--- src/rtl/pq_stim_harness_pkg.sv ---
// Shared types and LFSR helper for the PIEO stimulus harness.
package pq_stim_harness_pkg;

    typedef enum logic [1:0] {OP_ENQ, OP_DEQ, OP_DEQ_F} op_kind_t;

    typedef enum logic [1:0] {ST_IDLE, ST_ISSUE, ST_WAIT} hs_state_t;

    localparam logic [15:0] LFSR_TAPS = 16'hB400;

    // Right-shifting Galois step.
    function automatic logic [15:0] lfsr_step(input logic [15:0] l);
        lfsr_step = {1'b0, l[15:1]} ^ (l[0] ? LFSR_TAPS : 16'h0000);
    endfunction

endpackage

--- src/rtl/pq_stim_harness_if.sv ---
// Harness <-> PIEO core signal bundle; master is the harness side, slave the core side.
interface pq_stim_harness_if #(
    parameter int ELEM_W    = 32,
    parameter int TIME_W    = 16,
    parameter int ID_W      = 10,
    parameter int SUBLIST_W = 5
);
    logic                 dut_reset_done_in;
    logic                 dut_ready_in;
    logic                 start_out;
    logic                 enqueue_f_out;
    logic                 dequeue_out;
    logic                 dequeue_f_out;
    logic [ELEM_W-1:0]    f_out;
    logic [TIME_W-1:0]    curr_time_out;
    logic [ID_W-1:0]      flow_id_out;
    logic [SUBLIST_W-1:0] sublist_id_out;
    logic                 enq_valid_in;
    logic [SUBLIST_W:0]   enq_sublist_in;
    logic                 deq_valid_in;
    logic [ELEM_W-1:0]    deq_element_in;
    logic [ID_W:0]        moved_id_in;
    logic [SUBLIST_W:0]   moved_sublist_in;

    modport master (
        input  dut_reset_done_in, dut_ready_in,
        input  enq_valid_in, enq_sublist_in, deq_valid_in, deq_element_in,
        input  moved_id_in, moved_sublist_in,
        output start_out, enqueue_f_out, dequeue_out, dequeue_f_out,
        output f_out, curr_time_out, flow_id_out, sublist_id_out
    );

    modport slave (
        output dut_reset_done_in, dut_ready_in,
        output enq_valid_in, enq_sublist_in, deq_valid_in, deq_element_in,
        output moved_id_in, moved_sublist_in,
        input  start_out, enqueue_f_out, dequeue_out, dequeue_f_out,
        input  f_out, curr_time_out, flow_id_out, sublist_id_out
    );
endinterface

--- src/rtl/pq_sig_misr.sv ---
// Folds a wide response word into SIG_W bits and accumulates it; PQ_HARNESS_MISR_EN selects
// a polynomial MISR, otherwise a plain XOR accumulator. Latency: sig 1 cycle, sig_bit 2 cycles.
module pq_sig_misr #(
    parameter int          SIG_W    = 32,
    parameter logic [31:0] SIG_POLY = 32'h04C11DB7,
    parameter int          IN_W     = 57
) (
    input  logic             clk,
    input  logic             rst,
    input  logic             en,
    input  logic [IN_W-1:0]  din,
    output logic [SIG_W-1:0] sig,
    output logic             sig_bit
);
    localparam int NCHUNK = (IN_W + SIG_W - 1) / SIG_W;

    logic [NCHUNK*SIG_W-1:0] pad;
    logic [SIG_W-1:0]        fold;
    logic [SIG_W-1:0]        sig_next;

    always_comb begin
        pad = '0;
        pad[IN_W-1:0] = din;
        fold = '0;
        for (int i = 0; i < NCHUNK; i++) begin
            fold = fold ^ pad[i*SIG_W +: SIG_W];
        end
    end

`ifdef PQ_HARNESS_MISR_EN
    assign sig_next = {sig[SIG_W-2:0], 1'b0}
                    ^ (sig[SIG_W-1] ? SIG_POLY[SIG_W-1:0] : {SIG_W{1'b0}})
                    ^ fold;
`else
    assign sig_next = sig ^ fold;
`endif

    always_ff @(posedge clk) begin
        if (rst) begin
            sig     <= '0;
            sig_bit <= 1'b0;
        end else begin
            if (en) begin
                sig <= sig_next;
            end
            sig_bit <= ^sig;
        end
    end

endmodule

--- src/rtl/pq_stim_harness.sv ---
// Self-driving weighted op generator plus response signature for the PIEO core (MISR mode: PQ_HARNESS_MISR_EN).
// Start pulses 1 cycle after ready in ISSUE, then GAP idle cycles; responses fold into sig_out after 1 cycle.
module pq_stim_harness
    import pq_stim_harness_pkg::*;
#(
    parameter int          ELEM_W     = 32,
    parameter int          TIME_W     = 16,
    parameter int          ID_W       = 10,
    parameter int          SUBLIST_W  = 5,
    parameter int          SIG_W      = 32,
    parameter logic [31:0] SIG_POLY   = 32'h04C11DB7,
    parameter logic [15:0] LFSR_SEED  = 16'hACE1,
    parameter int          ENQ_WEIGHT = 8,
    parameter int          GAP        = 2,
    parameter int          CNT_W      = 32
) (
    input  logic                clk,
    input  logic                rst,
    input  logic                run_in,
    pq_stim_harness_if.master   core,
    output logic [SIG_W-1:0]    sig_out,
    output logic                sig_bit_out,
    output logic [CNT_W-1:0]    enq_count_out,
    output logic [CNT_W-1:0]    deq_count_out,
    output logic                busy_out
);
    localparam logic [15:0] SEED   = (LFSR_SEED == 16'h0000) ? 16'h0001 : LFSR_SEED;
    localparam int          GAP_CW = (GAP > 1) ? $clog2(GAP) : 1;
    localparam logic [4:0]  ENQ_W5 = 5'(ENQ_WEIGHT);
    localparam int          IN_W   = 2 * (SUBLIST_W + 1) + ELEM_W + ID_W + 3;

    hs_state_t             state;
    logic [15:0]           lfsr;
    logic [GAP_CW-1:0]     gap_cnt;
    op_kind_t              op_c;
    logic [ELEM_W-1:0]     f_c;
    logic [ID_W-1:0]       flow_c;

    // Operand widths wider than the LFSR simply repeat its bits.
    always_comb begin
        f_c    = '0;
        flow_c = '0;
        for (int i = 0; i < ELEM_W; i++) f_c[i]    = lfsr[i % 16];
        for (int i = 0; i < ID_W; i++)   flow_c[i] = lfsr[i % 16];
        if ({1'b0, lfsr[3:0]} < ENQ_W5) op_c = OP_ENQ;
        else if (lfsr[4])               op_c = OP_DEQ;
        else                            op_c = OP_DEQ_F;
    end

    always_ff @(posedge clk) begin
        if (rst) begin
            state              <= ST_IDLE;
            lfsr               <= SEED;
            gap_cnt            <= '0;
            core.start_out     <= 1'b0;
            core.enqueue_f_out <= 1'b0;
            core.dequeue_out   <= 1'b0;
            core.dequeue_f_out <= 1'b0;
            core.f_out         <= '0;
            core.flow_id_out   <= '0;
            core.sublist_id_out <= '0;
        end else begin
            core.start_out     <= 1'b0;
            core.enqueue_f_out <= 1'b0;
            core.dequeue_out   <= 1'b0;
            core.dequeue_f_out <= 1'b0;
            core.f_out         <= '0;
            core.flow_id_out   <= '0;
            core.sublist_id_out <= '0;
            case (state)
                ST_IDLE: begin
                    if (core.dut_reset_done_in && run_in) state <= ST_ISSUE;
                end
                ST_ISSUE: begin
                    if (core.dut_ready_in) begin
                        if (run_in) begin
                            core.start_out      <= 1'b1;
                            core.enqueue_f_out  <= (op_c == OP_ENQ);
                            core.dequeue_out    <= (op_c == OP_DEQ);
                            core.dequeue_f_out  <= (op_c == OP_DEQ_F);
                            core.f_out          <= f_c;
                            core.flow_id_out    <= flow_c;
                            core.sublist_id_out <= lfsr[15 -: SUBLIST_W];
                            lfsr                <= lfsr_step(lfsr);
                            gap_cnt             <= '0;
                            state               <= ST_WAIT;
                        end else begin
                            state <= ST_IDLE;
                        end
                    end
                end
                ST_WAIT: begin
                    if (gap_cnt == GAP_CW'(GAP - 1)) state <= ST_ISSUE;
                    else                             gap_cnt <= gap_cnt + GAP_CW'(1);
                end
                default: state <= ST_IDLE;
            endcase
        end
    end

    assign busy_out = (state != ST_IDLE);

    always_ff @(posedge clk) begin
        if (rst) begin
            core.curr_time_out <= '0;
            enq_count_out      <= '0;
            deq_count_out      <= '0;
        end else begin
            core.curr_time_out <= core.curr_time_out + TIME_W'(1);
            if (core.enq_valid_in && (enq_count_out != {CNT_W{1'b1}}))
                enq_count_out <= enq_count_out + CNT_W'(1);
            if (core.deq_valid_in && (deq_count_out != {CNT_W{1'b1}}))
                deq_count_out <= deq_count_out + CNT_W'(1);
        end
    end

    // enq_valid lands in bit 0 of the folded word, moved_sublist at the top.
    pq_sig_misr #(
        .SIG_W    (SIG_W),
        .SIG_POLY (SIG_POLY),
        .IN_W     (IN_W)
    ) u_sig (
        .clk     (clk),
        .rst     (rst),
        .en      (core.enq_valid_in | core.deq_valid_in),
        .din     ({core.moved_sublist_in, core.moved_id_in, core.deq_element_in,
                   core.deq_valid_in, core.enq_sublist_in, core.enq_valid_in}),
        .sig     (sig_out),
        .sig_bit (sig_bit_out)
    );

endmodule
--- src/flat_wrapper.sv ---
// flat-port wrapper written by rule: the top's interface ports become plain ports
module pq_stim_harness_flat import pq_stim_harness_pkg::*;
#(
    parameter int          ELEM_W     = 32,
    parameter int          TIME_W     = 16,
    parameter int          ID_W       = 10,
    parameter int          SUBLIST_W  = 5,
    parameter int          SIG_W      = 32,
    parameter logic [31:0] SIG_POLY   = 32'h04C11DB7,
    parameter logic [15:0] LFSR_SEED  = 16'hACE1,
    parameter int          ENQ_WEIGHT = 8,
    parameter int          GAP        = 2,
    parameter int          CNT_W      = 32
)
  (clk, rst, run_in, sig_out, sig_bit_out, enq_count_out, deq_count_out, busy_out, core_dut_reset_done_in, core_dut_ready_in, core_enq_valid_in, core_enq_sublist_in, core_deq_valid_in, core_deq_element_in, core_moved_id_in, core_moved_sublist_in, core_start_out, core_enqueue_f_out, core_dequeue_out, core_dequeue_f_out, core_f_out, core_curr_time_out, core_flow_id_out, core_sublist_id_out);
  pq_stim_harness_if #(.ELEM_W(ELEM_W), .TIME_W(TIME_W), .ID_W(ID_W), .SUBLIST_W(SUBLIST_W)) core_i ();
  input  logic clk;
  input  logic rst;
  input  logic run_in;
  output logic [SIG_W-1:0] sig_out;
  output logic sig_bit_out;
  output logic [CNT_W-1:0] enq_count_out;
  output logic [CNT_W-1:0] deq_count_out;
  output logic busy_out;
  input wire logic [$bits(core_i.dut_reset_done_in)-1:0] core_dut_reset_done_in;
  input wire logic [$bits(core_i.dut_ready_in)-1:0] core_dut_ready_in;
  input wire logic [$bits(core_i.enq_valid_in)-1:0] core_enq_valid_in;
  input wire logic [$bits(core_i.enq_sublist_in)-1:0] core_enq_sublist_in;
  input wire logic [$bits(core_i.deq_valid_in)-1:0] core_deq_valid_in;
  input wire logic [$bits(core_i.deq_element_in)-1:0] core_deq_element_in;
  input wire logic [$bits(core_i.moved_id_in)-1:0] core_moved_id_in;
  input wire logic [$bits(core_i.moved_sublist_in)-1:0] core_moved_sublist_in;
  output wire logic [$bits(core_i.start_out)-1:0] core_start_out;
  output wire logic [$bits(core_i.enqueue_f_out)-1:0] core_enqueue_f_out;
  output wire logic [$bits(core_i.dequeue_out)-1:0] core_dequeue_out;
  output wire logic [$bits(core_i.dequeue_f_out)-1:0] core_dequeue_f_out;
  output wire logic [$bits(core_i.f_out)-1:0] core_f_out;
  output wire logic [$bits(core_i.curr_time_out)-1:0] core_curr_time_out;
  output wire logic [$bits(core_i.flow_id_out)-1:0] core_flow_id_out;
  output wire logic [$bits(core_i.sublist_id_out)-1:0] core_sublist_id_out;
  assign core_i.dut_reset_done_in = core_dut_reset_done_in;
  assign core_i.dut_ready_in = core_dut_ready_in;
  assign core_i.enq_valid_in = core_enq_valid_in;
  assign core_i.enq_sublist_in = core_enq_sublist_in;
  assign core_i.deq_valid_in = core_deq_valid_in;
  assign core_i.deq_element_in = core_deq_element_in;
  assign core_i.moved_id_in = core_moved_id_in;
  assign core_i.moved_sublist_in = core_moved_sublist_in;
  assign core_start_out = core_i.start_out;
  assign core_enqueue_f_out = core_i.enqueue_f_out;
  assign core_dequeue_out = core_i.dequeue_out;
  assign core_dequeue_f_out = core_i.dequeue_f_out;
  assign core_f_out = core_i.f_out;
  assign core_curr_time_out = core_i.curr_time_out;
  assign core_flow_id_out = core_i.flow_id_out;
  assign core_sublist_id_out = core_i.sublist_id_out;
  pq_stim_harness #(.ELEM_W(ELEM_W), .TIME_W(TIME_W), .ID_W(ID_W), .SUBLIST_W(SUBLIST_W), .SIG_W(SIG_W), .SIG_POLY(SIG_POLY), .LFSR_SEED(LFSR_SEED), .ENQ_WEIGHT(ENQ_WEIGHT), .GAP(GAP), .CNT_W(CNT_W)) u_core (.clk(clk), .rst(rst), .run_in(run_in), .core(core_i), .sig_out(sig_out), .sig_bit_out(sig_bit_out), .enq_count_out(enq_count_out), .deq_count_out(deq_count_out), .busy_out(busy_out));
endmodule
--- config.mk ---
export PLATFORM = sky130hd
export DESIGN_NAME = pq_stim_harness_flat
export DESIGN_NICKNAME = d
export VERILOG_FILES = /design/src/rtl/pq_stim_harness_pkg.sv /design/src/rtl/pq_stim_harness_if.sv /design/src/rtl/pq_sig_misr.sv /design/src/rtl/pq_stim_harness.sv /design/src/flat_wrapper.sv
export SDC_FILE = /design/constraint.sdc
export NUM_CORES = 1
export LEC_CHECK = 0
export ABC_AREA = 1
export BUFFER_PORTS_ARGS = -buffer_cell sky130_fd_sc_hd__buf_2
export CAP_MARGIN = 15
export CORE_UTILIZATION = 57
export CTS_CLUSTER_DIAMETER = 100
export DETAILED_ROUTE_END_ITERATION = 6
export PLACE_DENSITY = 0.87
export SYNTH_ARGS = -nofsm -noshare
export SYNTH_HDL_FRONTEND = slang
export SYNTH_HIERARCHICAL = 1
export SYNTH_SLANG_ARGS = --single-unit
--- constraint.sdc ---
create_clock -name clk -period 2.4 [get_ports clk]
set_input_delay 0.12 -clock clk [delete_from_list [all_inputs] [get_ports clk]]
set_output_delay 0.12 -clock clk [all_outputs]
set_load 0.05 [all_outputs]
# --- After elaboration in Yosys (flattened, before gate mapping) ---
# Index checks and enable logic that the tools add are counted.
totals:
  regBits: 183
  out_inout_bits: 165
  word_cells: 63
op_classes:
  addsub: 4
  reduce_logical: 13
  mux: 13
  bitwise: 7
  order_cmp: 1
  n_eq_ne: 10
ops:
  columns: ["operator", "n"]
  rows:
  - ["$add 32x1->32 const B", 2]
  - ["$ne 32x32->1 const B", 2]
  - ["$reduce_xor 32->1", 1]
  - ["$xor 32x25->32", 1]
  - ["$xor 32x32->32", 1]
  - ["$add 16x1->16 const B", 1]
  - ["$mux 16", 1]
  - ["$xor 15x16->16", 1]
  - ["$mux 2", 6]
  - ["$reduce_and 3->1", 3]
  - ["$pmux 2 s3", 1]
  - ["$eq 2x1->1 const B", 2]
  - ["$eq 2x2->1 const B", 2]
  - ["$logic_not 2->1", 2]
  - ["$lt 4x4->1 const B", 1]
  - ["$mux 1", 4]
  - ["$ne 2x1->1 const B", 2]
  - ["$ne 2x2->1 const B", 2]
  - ["$reduce_bool 2->1", 2]
  - ["$reduce_or 4->1", 1]
  - ["$logic_and 1x1->1", 3]
  - ["$not 1->1", 3]
  - ["$reduce_or 3->1", 1]
  - ["$pmux 1 s2", 1]
  - ["other kinds (2)", 2]

# --- Depth between registers and ports, before layout ---
# Gate-level depths: netlist of the first run.
depth:
  depth_word: 3
  mapped_depth: 13

# --- Cells and area by module ---
# The synthesis of the first run kept the hierarchy.
by_module_without_submodules:
  columns: ["mod", "cells_per_inst", "area_each_um2", "seq_area_each_um2", "n_inst"]
  rows:
  - ["pq_stim_harness", 884, 5987.0, 2382.3, 1]
  - ["pq_sig_misr", 432, 2311.0, 660.6, 1]

# --- Worst setup path after synthesis of the first run ---
# Ideal clock, no wire load.
synth_path:
  kind: "flip-flop to flip-flop"
  startpoint: "register u_core.enq_count_out[1]"
  endpoint: "register u_core.enq_count_out[13]"
  path_slack_ns: 0.455
  stages_incl_launch_ff: 10
  required_ns: 2.283
  arrival_ns: 1.828
  cell_sequence: "dfxtp_1 ha_1 nand2_2 nor2_4 nand2_2 nor2_4 nand2_4 buf_6 a21oi_1 nor2_1"
synth_via:
  elab_chain_cells: 2
  word_cells_on_any_way: 3
synth_lines:
  columns: ["item", "line_no", "rtl"]
  rows:
  - ["start: declaration", "pq_stim_harness.sv:23", "output logic [CNT_W-1:0] enq_count_out,"]
  - ["start signal: assignment", "pq_stim_harness.sv:111", "enq_count_out <= enq_count_out + CNT_W'(1);"]
  - ["branches (longest 2 deep; another with $add 32x1->32)", null, null]
# Several ways; the timed one is not identified.
# A chain may end at the register's enable or synchronous reset.

# --- Final worst setup path of the first run ---
layout_path:
  startpoint: "register u_core.deq_count_out[0]"
  endpoint: "register u_core.deq_count_out[0]"
layout_via:
  elab_chain_cells: 2
  word_cells_on_any_way: 3
layout_lines:
  columns: ["item", "line_no", "rtl"]
  rows:
  - ["start: declaration", "pq_stim_harness.sv:24", "output logic [CNT_W-1:0] deq_count_out,"]
  - ["start signal: assignment", "pq_stim_harness.sv:113", "deq_count_out <= deq_count_out + CNT_W'(1);"]
  - ["branches (longest 2 deep; another with $add 32x1->32)", null, null]
# Several ways; the timed one is not identified.

==> results of run 1 <==
[kinds of logic (layout without fill, tap and decap cells)]
family,after synthesis,after routing,share of synthesized area (%)
AO/OA/AOI/OAI,154,154,9.80
XOR/XNOR,11,11,1.16
adder cells (fa/ha/maj),3,3,0.452
buffers and inverters,183,394,10.5
flip-flops,152,152,36.7
AND/OR/NAND/NOR,813,813,41.4
[how the worst max path moves through the flow]
stage	start	to
4_1_cts	u_core/deq_count_out[0]	u_core/deq_count_out[0]
6_report	u_core/deq_count_out[0]	u_core/deq_count_out[0]
3_3_place_gp	u_core/deq_count_out[0]	u_core/deq_count_out[0]
2_1_floorplan	u_core/enq_count_out[1]	u_core/enq_count_out[13]
3_5_place_dp	u_core/deq_count_out[0]	u_core/deq_count_out[0]
5_1_grt	u_core/deq_count_out[0]	u_core/deq_count_out[0]
[metal layers]
metal | wire [um] | up-vias
met5 | 0 | -
met4 | 280 | 0
met3 | 1390 | 25
met2 | 10100 | 300
met1 | 9180 | 3931
li1 | - | 4549
[final cells by class]
| cell class | instances | share of cell area, % |
|---|---|---|
| Clock buffer | 17 | 4.26 |
| Clock inverter | 15 | 2.01 |
| Inverter | 124 | 4.66 |
| Multi-Input combinational cell | 981 | 43.9 |
| Sequential cell | 152 | 30.5 |
| Tap cell | 180 | 2.26 |
| Timing Repair Buffer | 238 | 12.4 |
[power by group through the flow]
stage               Clock, W  Sequential (W)  Combinational (W)
floorplan                  0         0.00301           0.000552
global placement           0         0.00276            0.00102
detailed placement         0         0.00277            0.00104
CTS                  0.00287         0.00271            0.00106
global route         0.00302         0.00273            0.00118
finish               0.00284         0.00271            0.00107
[synthesized netlist by cell type (6+ instances only)]
cell      count
nand3_1      61
o21ai_0      41
buf_4        32
nor2_2       16
nand2_1     419
a21oi_1      85
o22ai_1       7
a31oi_1      11
nand4_1      28
nor3_1       11
nor2_4        8
xnor2_1       7
nand2_2      15
buf_2         9
inv_1       106
nor2_1      239
clkbuf_1      6
dfxtp_1     152
inv_2        15
buf_6         7
[critical path: stages (launching register included)]
cell and delay [ns]:
dfxtp_1 0.38, ha_1 0.23, nand2_1 0.08, nor2_2 0.14
nand2_2 0.11, nor2_4 0.13, nand2_4 0.28, nand2_2 0.20
inv_2 0.07, nand2_1 0.05, nand2_1 0.05, nor2_1 0.10
[state kept, by name (all words and copies together) (netlist names), 2 cells and up]
signal / cells
u_core/core.curr_time_out: 16
u_core/lfsr: 16
u_core/deq_count_out: 32
u_core/enq_count_out: 32
u_core/core.f_out: 16
u_core/u_sig/sig: 32
u_core/state: 2
[through the flow]
stage,setup WS [ns],hold slack (ns),utilization (%)
2_1_floorplan,0.455,0.282,-
3_3_place_gp,0.574,0.393,66.1
3_5_place_dp,0.522,0.400,66.1
4_1_cts,0.508,0.0377,71.1
5_1_grt,0.256,0.0786,71.1
6_report,0.508,0.0489,71.1
==> key figures, run 1 <==
Worst hold path
  – Worst Hold End: u_core/u_sig/sig[3]
  – HP Class: primary input to register
  – Worst min-delay path startpoint: core_enq_sublist_in[2]
  – Worst Hold Depth: 4

Routing
  – WL final: 20900 um
  – Remaining routing DRC violations: 0
  – Pre-Repair DR Iteration Count: 7
  – Post-DRT Antenna Nets: 0
  – Routed wire length per instance: 12.3 um
  – Starting DRC count in detailed routing: 652
  – Vias per cell: 5.16
  – Vias: 8805

Power and ir drop
  – Peak supply drop: 0.418 mV
  – Switching power: 0.00201 W
  – Gate power share: 16.1%
  – Total power: 0.00662 W
  – Part of the power in registers: 41.0%
  – Clock group share of total power: 42.9%
  – Internal power: 0.00460 W
  – Sw frac: 30.4%
  – P per Cell Area: 663 nW/um^2
  – Leakage: 5.05 nW

STA
  – Worst relative slew slack: 50.5%
  – Unrepaired setup endpoints after global routing: false
  – Final hold viol count: 0
  – Least-Margin Pin Slew: 0.742 ns
  – Final Max Tran Viols: 0
  – Fmax: 529 MHz
  – Fin crit share: 78.8%
  – Worst Clk Skew: 0.0103 ns
  – Period minus WS final: 1.89 ns
  – Total negative setup slack: 0 ns
  – Final setup vio count: 0

Place
  – IO Port Bufs: 226
  – DP Cell Count: 1667
  – Routability cong.: 0.942
  – Dpl cell area: 9280 sq um
  – Post-DP HPWL: 15200 um

Clocking
  – CTS H-tree lvls: 4
  – Sink Count: 152
  – Post-CTS setup buffers: 0
  – CTS tree: yes
  – Clock buffer depth: 2
  – Number of buffers created by CTS: 17
  – Clock latency at the later pin of the worst-skew pair: 0.42 ns
  – CTS clk-pin slew, worst paths: 0.07 ns
  – Hold Buf Count CTS: 8
  – CTS resizes: 0
  – CTS root buffer: clkbuf_16

Critical path
  – Critical Path RT: 2.76 ns
  – Setup crit start kind: register
  – Worst r2r path cells: 11
  – R2R setup slack: 0.51 ns
  – CP max FO: 51
  – Worst r2r dst: u_core/deq_count_out[0]
  – Kind of critical path: register to register
  – Crit path DAT: 2.25 ns
  – R2r startpoint: u_core/deq_count_out[0]
  – Crit end category: register

Synthesis
  – Cell taking the most area after synthesis: dfxtp_1
  – Flops & latches, synth: 152
  – Synth Cell Area: 8300 sq um
  – Syn_nets: 1381
  – FFs w/ async S/R, synth: 0%
  – Post-synth cell types: 37
  – Post-synth EDFFs: 0
  – Top cells by area, synth: dfxtp_1 37%, nand2_1 19%, nor2_1 11%
  – Top-area cell type share of the netlist area: 36.7%
  – Syn avg cell area: 6.31 sq um
  – Synth warnings: 6
  – Cells after synthesis: 1316
  – Seq/Total Area, Yosys: 36.7%
  – Primary FF master, synth: dfxtp_1

Cells and area
  – Final design area excluding fillers: 9980 sq um
  – Share of layout cells above drive strength 1: 21.3%
  – Number of fill cells in the layout: 1209
  – Commonest non-fill, non-tap cell in the layout: nand2_1
  – Non-filler cells in the finished layout: 1707
  – Final nets: 1579
  – Layout Area Growth over Synthesis: 20.3%
  – Most frequent cells in the layout: 419 x nand2_1, 239 x nor2_1, 226 x buf_2, 152 x dfxtp_1, 106 x inv_1
  – Area of the multi-input gates: 4380 sq um
  – Seq. cell area: 3040 sq um
  – Antenna fix cells: 0

Global routing
  – Total global-route track usage: 27.6%
  – Number of global-route vias before repair: 7419
  – Largest net degree at the start of global routing: 70
  – Grt met2 use: 47.7%
  – Grt met3 use: 5.72%
  – Gr ovfl total: 0
  – First-pass GRT wire length: 33500 um
  – Grt peak-use layer: met2
  – Met1 Use GR: 34.0%
  – Antenna violations before repair: 0

Die
  – Starting density of the core: 59.1%
  – # IOs: 227
  – Full die area: 15000 sq um
  – # rows: 43
  – Core Area: 14000 sq um
  – Die Width: 123 um
  – DIE HEIGHT: 123 um

Status
  – Status: completed

Flow run
  – Max-Cap Viols: 0
Power figures use the tool's default switching activity.
==> run 2: changes to the inputs <==
--- a/config.mk
+++ b/config.mk
@@ -8,10 +8,10 @@
 export ABC_AREA = 1
 export BUFFER_PORTS_ARGS = -buffer_cell sky130_fd_sc_hd__buf_2
 export CAP_MARGIN = 15
-export CORE_UTILIZATION = 57
+export CORE_UTILIZATION = 53
 export CTS_CLUSTER_DIAMETER = 100
 export DETAILED_ROUTE_END_ITERATION = 6
-export PLACE_DENSITY = 0.87
+export PLACE_DENSITY = 0.82
 export SYNTH_ARGS = -nofsm -noshare
 export SYNTH_HDL_FRONTEND = slang
 export SYNTH_HIERARCHICAL = 1
==> constraint.sdc (replaced) <==
create_clock -name clk -period 1.85 [get_ports clk]
set_input_delay 0.0925 -clock clk [delete_from_list [all_inputs] [get_ports clk]]
set_output_delay 0.0925 -clock clk [all_outputs]
set_load 0.05 [all_outputs]
==> run 2 against run 1 <==
Effect of this change:
- sequential share of layout area shrank 0.54 points
- design area grew 2.0%
- clock power grew 22%
- maximum frequency grew 9.4%
- power grew 27%
- flip-flop and latch count is the same
- register-to-register slack lost 0.39 ns
- combinational power grew 31%
- critical path depth is the same
- die area grew 7.4%
==> key figures, run 2 (synthesis results as in run 1) <==
Cells and area
  – Final design area excluding fillers: 10200 sq um (was 9980 sq um)
  – Commonest non-fill, non-tap cell in the layout: nand2_1 (unchanged)
  – Final nets: 1594 (was 1579)
  – Antenna fix cells: 0 (unchanged)
  – Core Util, Final: 66.7% (was 71.1%)
  – Non-filler cells in the finished layout: 1753 (was 1707)
  – Share of layout cells above drive strength 1: 22.5% (was 21.3%)
  – Layout Area Growth over Synthesis: 22.7% (was 20.3%)
  – Largest regs: u_core/deq_count_out (32), u_core/enq_count_out (32), u_core/u_sig/sig (32) (unchanged)
  – Most frequent cells in the layout: 418 x nand2_1, 238 x nor2_1, 226 x buf_2, 148 x dfxtp_1, 106 x inv_1 (was 419 x nand2_1, 239 x nor2_1, 226 x buf_2, 152 x dfxtp_1, 106 x inv_1)

Critical path
  – Critical Path RT: 2.17 ns (was 2.76 ns)
  – CP max FO: 26 (was 51)
  – Setup crit start kind: register (unchanged)
  – Crit end category: register (unchanged)
  – Crit path DAT: 2.05 ns (was 2.25 ns)
  – Kind of critical path: register to register (unchanged)

Global routing
  – First-pass GRT wire length: 35400 um (was 33500 um)
  – Largest net degree at the start of global routing: 70 (unchanged)
  – Antenna violations before repair: 1 (was 0)
  – Gr ovfl total: 0 (unchanged)
  – Number of global-route vias before repair: 7855 (was 7419)
  – Total global-route track usage: 26.8% (was 27.6%)

Place
  – DP Cell Count: 1712 (was 1667)
  – IO Port Bufs: 226 (unchanged)
  – Dpl cell area: 9460 sq um (was 9280 sq um)
  – Post-DP HPWL: 15800 um (was 15200 um)
  – Setup WS pre-CTS: 0.0585 ns (was 0.522 ns)
  – Routability cong.: 0.919 (was 0.942)

Die
  – Core Area: 15300 sq um (was 14000 sq um)
  – Starting density of the core: 54.4% (was 59.1%)
  – Full die area: 16200 sq um (was 15000 sq um)
  – Die Width: 127 um (was 123 um)
  – # rows: 45 (was 43)
  – # IOs: 227 (unchanged)
  – DIE HEIGHT: 127 um (was 123 um)

Routing
  – Vias per cell: 5.07 (was 5.16)
  – Vias: 8885 (was 8805)
  – Pre-Repair DR Iteration Count: 6 (was 7)
  – Routed wire length per instance: 12.4 um (was 12.3 um)
  – Post-DRT Antenna Nets: 0 (unchanged)
  – WL final: 21700 um (was 20900 um)
  – Remaining routing DRC violations: 0 (unchanged)
  – Starting DRC count in detailed routing: 546 (was 652)

STA
  – Period minus WS final: 1.73 ns (was 1.89 ns)
  – Final setup vio count: 0 (unchanged)
  – Worst Clk Skew: 0.00742 ns (was 0.0103 ns)
  – Final Max Tran Viols: 0 (unchanged)
  – Total negative setup slack: 0 ns (unchanged)
  – PnR worst setup slack: 0.121 ns (was 0.508 ns)
  – Fin crit share: 93.4% (was 78.8%)
  – Unrepaired setup endpoints after global routing: false (unchanged)
  – Fmax: 578 MHz (was 529 MHz)
  – Worst relative slew slack: 71.0% (was 50.5%)
  – Least-Margin Pin Slew: 0.431 ns (was 0.742 ns)
  – Final hold viol count: 0 (unchanged)

Clocking
  – CTS clk-pin slew, worst paths: 0.07 ns (about the same)
  – Clock latency at the later pin of the worst-skew pair: 0.43 ns (was 0.42 ns)
  – CTS tree: yes (unchanged)
  – CTS root buffer: clkbuf_16 (unchanged)
  – Sink Count: 152 (unchanged)
  – Number of buffers created by CTS: 17 (unchanged)
  – Clock buffer depth: 2 (unchanged)
  – CTS H-tree lvls: 4 (unchanged)
  – Post-CTS setup buffers: 0 (unchanged)

Status
  – Status: completed (unchanged)

Power and ir drop
  – Leakage: 5.15 nW (was 5.05 nW)
  – Peak supply drop: 0.601 mV (was 0.418 mV)
  – P per Cell Area: 823 nW/um^2 (was 663 nW/um^2)

Flow run
  – Max-Cap Viols: 0 (unchanged)

Worst hold path
  – HP Class: primary input to register (unchanged)
==> run 2: changes by cell type in the layout (fill, tap and decap cells not counted), sizes merged <==
cell	delta
buf	+14
nand3b	+1
clkinv	+4
bufinv	-3
inv	-2
clkinvlp	+1
==> run 2: layout make-up <==
type                       instances  area [sq um]
multi-input combinational        982          4410
sequential                       152          3050
inverter                         124           465
clock inverter                    15           180
tap                              211           264
clock buffer                      17           425
timing repair buffer             252          1380
fill                            1353          5080
==> run 2: report_power, final <==
group	leakage, nW	switching (W)	internal, W
clock	0.292	0.00163	0.00183
sequential	1.24	0.000133	0.00339
combinational	3.62	0.000976	0.000419
==> run 2: path summary, 6_finish.rpt <==
kind	slack (ns)	endpoint	start	depth (start not counted)
min	0.02	u_core/u_sig/sig[13]	core_deq_element_in[5]	4
max	0.12	u_core/deq_count_out[29]	u_core/deq_count_out[0]	11
max reg2reg	0.12	u_core/deq_count_out[29]	u_core/deq_count_out[0]	11
min reg2reg	0.42	u_core/core.enqueue_f_out	u_core/lfsr[3]	1
==> run 2: what timing repair did <==
item | CTS | global route
endpoints found under the hold margin | 8 | 0
hold buffers | 8 | 0
endpoints found under the setup margin | 0 | 19
resized for setup | 0 | 4
==> run 2: critical path, cell delays in order, from the launching register on <==
cell and delay, ns:
dfxtp_2 0.36, ha_1 0.22, nand2_1 0.11, nor2_4 0.13
nand2_2 0.10, nor2_4 0.13, nand2_4 0.07, buf_4 0.22
nand3_2 0.10, nand2_1 0.07, nand2_1 0.07, nor2_1 0.05
==> run 2: metal layers <==
layer  track usage, %  share of wire, %  up-vias
li1                 -                 -     4567
met1             32.6                43     3915
met2             46.4                47      352
met3             6.37               7.1       49
met4             8.89               2.0        2
met5                0             0.060        -
==> run 2: through the flow <==
stage          total power (W)  hold slack (ns)
3_5_place_dp           0.00496            0.371
5_1_grt                0.00876           0.0369
2_1_floorplan          0.00462            0.254
3_3_place_gp           0.00492            0.364
4_1_cts                0.00843          0.00455
6_report               0.00837           0.0228
==> run 3: changes to the inputs <==
--- a/config.mk
+++ b/config.mk
@@ -12,6 +12,7 @@
 export CTS_CLUSTER_DIAMETER = 100
 export DETAILED_ROUTE_END_ITERATION = 6
 export PLACE_DENSITY = 0.82
+export SETUP_SLACK_MARGIN = 0.5
 export SYNTH_ARGS = -nofsm -noshare
 export SYNTH_HDL_FRONTEND = slang
 export SYNTH_HIERARCHICAL = 1
==> run 3 against run 2 <==
Effect of this change:
- combinational power up 9%
- cell count increased by 3.0%
- sequential power about the same
- wire length increased by 22%
- design area increased by 16%
- critical endpoint is now u_core/deq_count_out[30]
- largest cell class unchanged
- largest power group is now the clock network
==> key figures, run 3 (synthesis results as in run 1) <==
Power and ir drop
  – Peak supply drop: 0.661 mV (was 0.601 mV)
  – Sw frac: 33.8% (was 32.7%)
  – Leakage: 5.62 nW (was 5.15 nW)
  – Part of the power in registers: 40.7% (was 42.0%)
  – Clock group share of total power: 41.5% (was 41.3%)
  – Gate power share: 17.8% (was 16.7%)
  – Switching power: 0.00290 W (was 0.00274 W)
  – Internal power: 0.00568 W (was 0.00563 W)
  – P per Cell Area: 727 nW/um^2 (was 823 nW/um^2)

Critical path
  – CP max FO: 14 (was 26)
  – Most used cell, CP: nand2_1 (unchanged)
  – Critical path's top delay family: simple AND/OR/NAND/NOR gates (unchanged)
  – Worst r2r path cells: 10 (was 11)
  – Kind of critical path: register to register (unchanged)
  – CP Cell Sequence: nand2_1 > nor2_2 > nand2_2 > nor2_4 > nand2_8 > buf_12 > nand2_2 > nand2_1 > nand2_1 > nor2_1 (was ha_1 > nand2_1 > nor2_4 > nand2_2 > nor2_4 > nand2_4 > buf_4 > nand3_2 > nand2_1 > nand2_1 > nor2_1)
  – Worst path bufs/invs: 1 (unchanged)
  – Critical Path Max Stage Delay: 0.39 ns (was 0.36 ns)
  – Crit path DAT: 1.97 ns (was 2.05 ns)
  – R2r startpoint: u_core/deq_count_out[24] (was u_core/deq_count_out[0])
  – Crit end category: register (unchanged)
  – R2R setup slack: 0.21 ns (was 0.12 ns)
  – Critical Path RT: 2.18 ns (was 2.17 ns)
  – Setup crit start kind: register (unchanged)
  – CP max-delay cell: dfxtp_2 (unchanged)
  – Worst r2r dst: u_core/deq_count_out[30] (was u_core/deq_count_out[29])

Cells and area
  – Layout Area Growth over Synthesis: 42.2% (was 22.7%)
  – Commonest non-fill, non-tap cell in the layout: nand2_1 (unchanged)
  – Seq. cell area: 3300 sq um (was 3050 sq um)
  – Non-filler cells in the finished layout: 1805 (was 1753)
  – Area of the multi-input gates: 5280 sq um (was 4410 sq um)
  – Core Util, Final: 77.3% (was 66.7%)
  – Share of layout cells above drive strength 1: 42.6% (was 22.5%)
  – Number of fill cells in the layout: 1070 (was 1353)
  – Most frequent cells in the layout: 375 x nand2_1, 226 x buf_2, 195 x nor2_1, 96 x inv_1, 64 x dfxtp_2 (was 418 x nand2_1, 238 x nor2_1, 226 x buf_2, 148 x dfxtp_1, 106 x inv_1)
  – Largest regs: u_core/deq_count_out (32), u_core/enq_count_out (32), u_core/u_sig/sig (32) (unchanged)
  – Final nets: 1645 (was 1594)

Global routing
  – Antenna violations before repair: 1 (unchanged)
  – Largest net degree at the start of global routing: 33 (was 70)
  – First-pass GRT wire length: 38200 um (was 35400 um)
  – Total global-route track usage: 29.1% (was 26.8%)
  – Number of global-route vias before repair: 8235 (was 7855)
  – Gr ovfl total: 0 (unchanged)

Die
  – Starting density of the core: 54.4% (unchanged)
  – Full die area: 16200 sq um (unchanged)
  – # IOs: 227 (unchanged)
  – Core Area: 15300 sq um (unchanged)
  – # rows: 45 (unchanged)
  – Die Width: 127 um (unchanged)
  – DIE HEIGHT: 127 um (unchanged)

Worst hold path
  – Worst Hold Depth: 4 (unchanged)
  – Worst Hold End: u_core/u_sig/sig[22] (was u_core/u_sig/sig[13])
  – HP Class: primary input to register (unchanged)
  – Worst min-delay path startpoint: core_deq_element_in[14] (was core_deq_element_in[5])

Clocking
  – Sink Count: 152 (unchanged)
  – CTS tree: yes (unchanged)
  – Clock latency at the later pin of the worst-skew pair: 0.44 ns (was 0.43 ns)
  – Number of buffers created by CTS: 17 (unchanged)
  – Clock buffer depth: 2 (unchanged)
  – CTS root buffer: clkbuf_16 (unchanged)
  – CTS clk-pin slew, worst paths: 0.07 ns (about the same)
  – CTS H-tree lvls: 4 (unchanged)

STA
  – Worst Clk Skew: 0.0105 ns (was 0.00742 ns)
  – Unrepaired setup endpoints after global routing: true (was false)
  – Fin crit share: 88.6% (was 93.4%)
  – Final setup vio count: 0 (unchanged)
  – Period minus WS final: 1.64 ns (was 1.73 ns)
  – Final Max Tran Viols: 0 (unchanged)
  – Total negative setup slack: 0 ns (unchanged)
  – Worst relative slew slack: 73.9% (was 71.0%)
  – Fmax: 610 MHz (was 578 MHz)
  – PnR worst setup slack: 0.211 ns (was 0.121 ns)
  – Final hold viol count: 0 (unchanged)
  – Least-Margin Pin Slew: 0.391 ns (was 0.431 ns)

Place
  – DP Cell Count: 1706 (was 1712)
  – IO Port Bufs: 226 (unchanged)
  – Post-DP HPWL: 16300 um (was 15800 um)
  – Setup WS pre-CTS: 0.139 ns (was 0.0585 ns)
  – Routability cong.: 0.960 (was 0.919)

Routing
  – Vias per cell: 5.36 (was 5.07)
  – Starting DRC count in detailed routing: 865 (was 546)
  – Vias: 9677 (was 8885)
  – Remaining routing DRC violations: 0 (unchanged)
  – Routed wire length per instance: 14.6 um (was 12.4 um)
  – Pre-Repair DR Iteration Count: 7 (was 6)
  – Post-DRT Antenna Nets: 0 (unchanged)
  – WL final: 26400 um (was 21700 um)

Status
  – Status: completed (unchanged)

Flow run
  – Max-Cap Viols: 0 (unchanged)
[run 3: cell count changes in the layout (fill, tap and decap cells not counted), sizes merged]
cell      before  now
buf          244  291
nand2        438  441
clkbuf        17   19
clkinvlp       1    0
diode          0    1
inv          130  131
nand3b         2    1
[run 3: layer usage]
| metal | part of all wire [%] | global-route usage (%) | up-vias |
|---|---|---|---|
| met5 | 0 | 0 | - |
| met4 | 4.6 | 12.9 | 0 |
| met3 | 8.4 | 5.65 | 127 |
| met2 | 48 | 50.8 | 543 |
| met1 | 39 | 34.7 | 4326 |
| li1 | - | - | 4681 |
[run 3: worst reg2reg max path, delay by kind of cell, from the launching register on]
family | cells | cell delay, ns
and+or+nand+nor | 9 | 0.95
DFF | 1 | 0.39
buffers and inverters | 1 | 0.19
[run 3: layout make-up]
class / instances / area share, %
repair buffers: 301 / 15.8
multi-input cells: 984 / 44.7
diodes: 1 / 0.0212
well taps: 211 / 2.24
inverters: 124 / 4.01
clock inverters: 15 / 1.60
flip-flops and latches: 152 / 28.0
clock buffers: 17 / 3.61
[run 3: timing repair]
item                                   in CTS  in global routing
hold buffers                                8                  0
pin swaps                                  40                 56
setup endpoints to repair                  87                 91
endpoints found under the hold margin       8                  0
resized for setup                          76                124
setup buffers                              30                 22
cloned                                      4                  2
[run 3: through the flow]
| step | instance area (sq um) | power (W) | hold WS [ns] |
|---|---|---|---|
| 6_report | 11800 | 0.00858 | 0.00771 |
| 5_1_grt | 11800 | 0.00894 | 0.0295 |
| 4_1_cts | 11200 | 0.00853 | 0.00842 |
| 3_5_place_dp | 9880 | 0.00496 | 0.358 |
| 3_3_place_gp | 9880 | 0.00492 | 0.354 |
| 2_1_floorplan | 8780 | 0.00462 | 0.245 |
[run 3: how the worst max path moves through the flow]
stage | startpoint | to | slack (ns) | cells past startpoint
final | u_core/deq_count_out[24] | u_core/deq_count_out[30] | 0.21 | 10
after global routing | u_core/deq_count_out[26] | u_core/deq_count_out[30] | 0.15 | 10
after CTS | u_core/enq_count_out[1] | u_core/enq_count_out[1] | 0.30 | 10
after detailed placement | u_core/enq_count_out[1] | u_core/enq_count_out[30] | 0.14 | 11
after global placement | u_core/enq_count_out[1] | u_core/enq_count_out[30] | 0.20 | 11
after floorplan | u_core/enq_count_out[1] | u_core/enq_count_out[3] | 0.31 | 9
[run 3: power groups by stage]
stage	sequential (W)	combinational [W]	clock, W
CTS	0.00351	0.00143	0.00360
global placement	0.00357	0.00135	0
global route	0.00352	0.00166	0.00376
finish	0.00350	0.00153	0.00356
floorplan	0.00390	0.000720	0
detailed placement	0.00358	0.00138	0
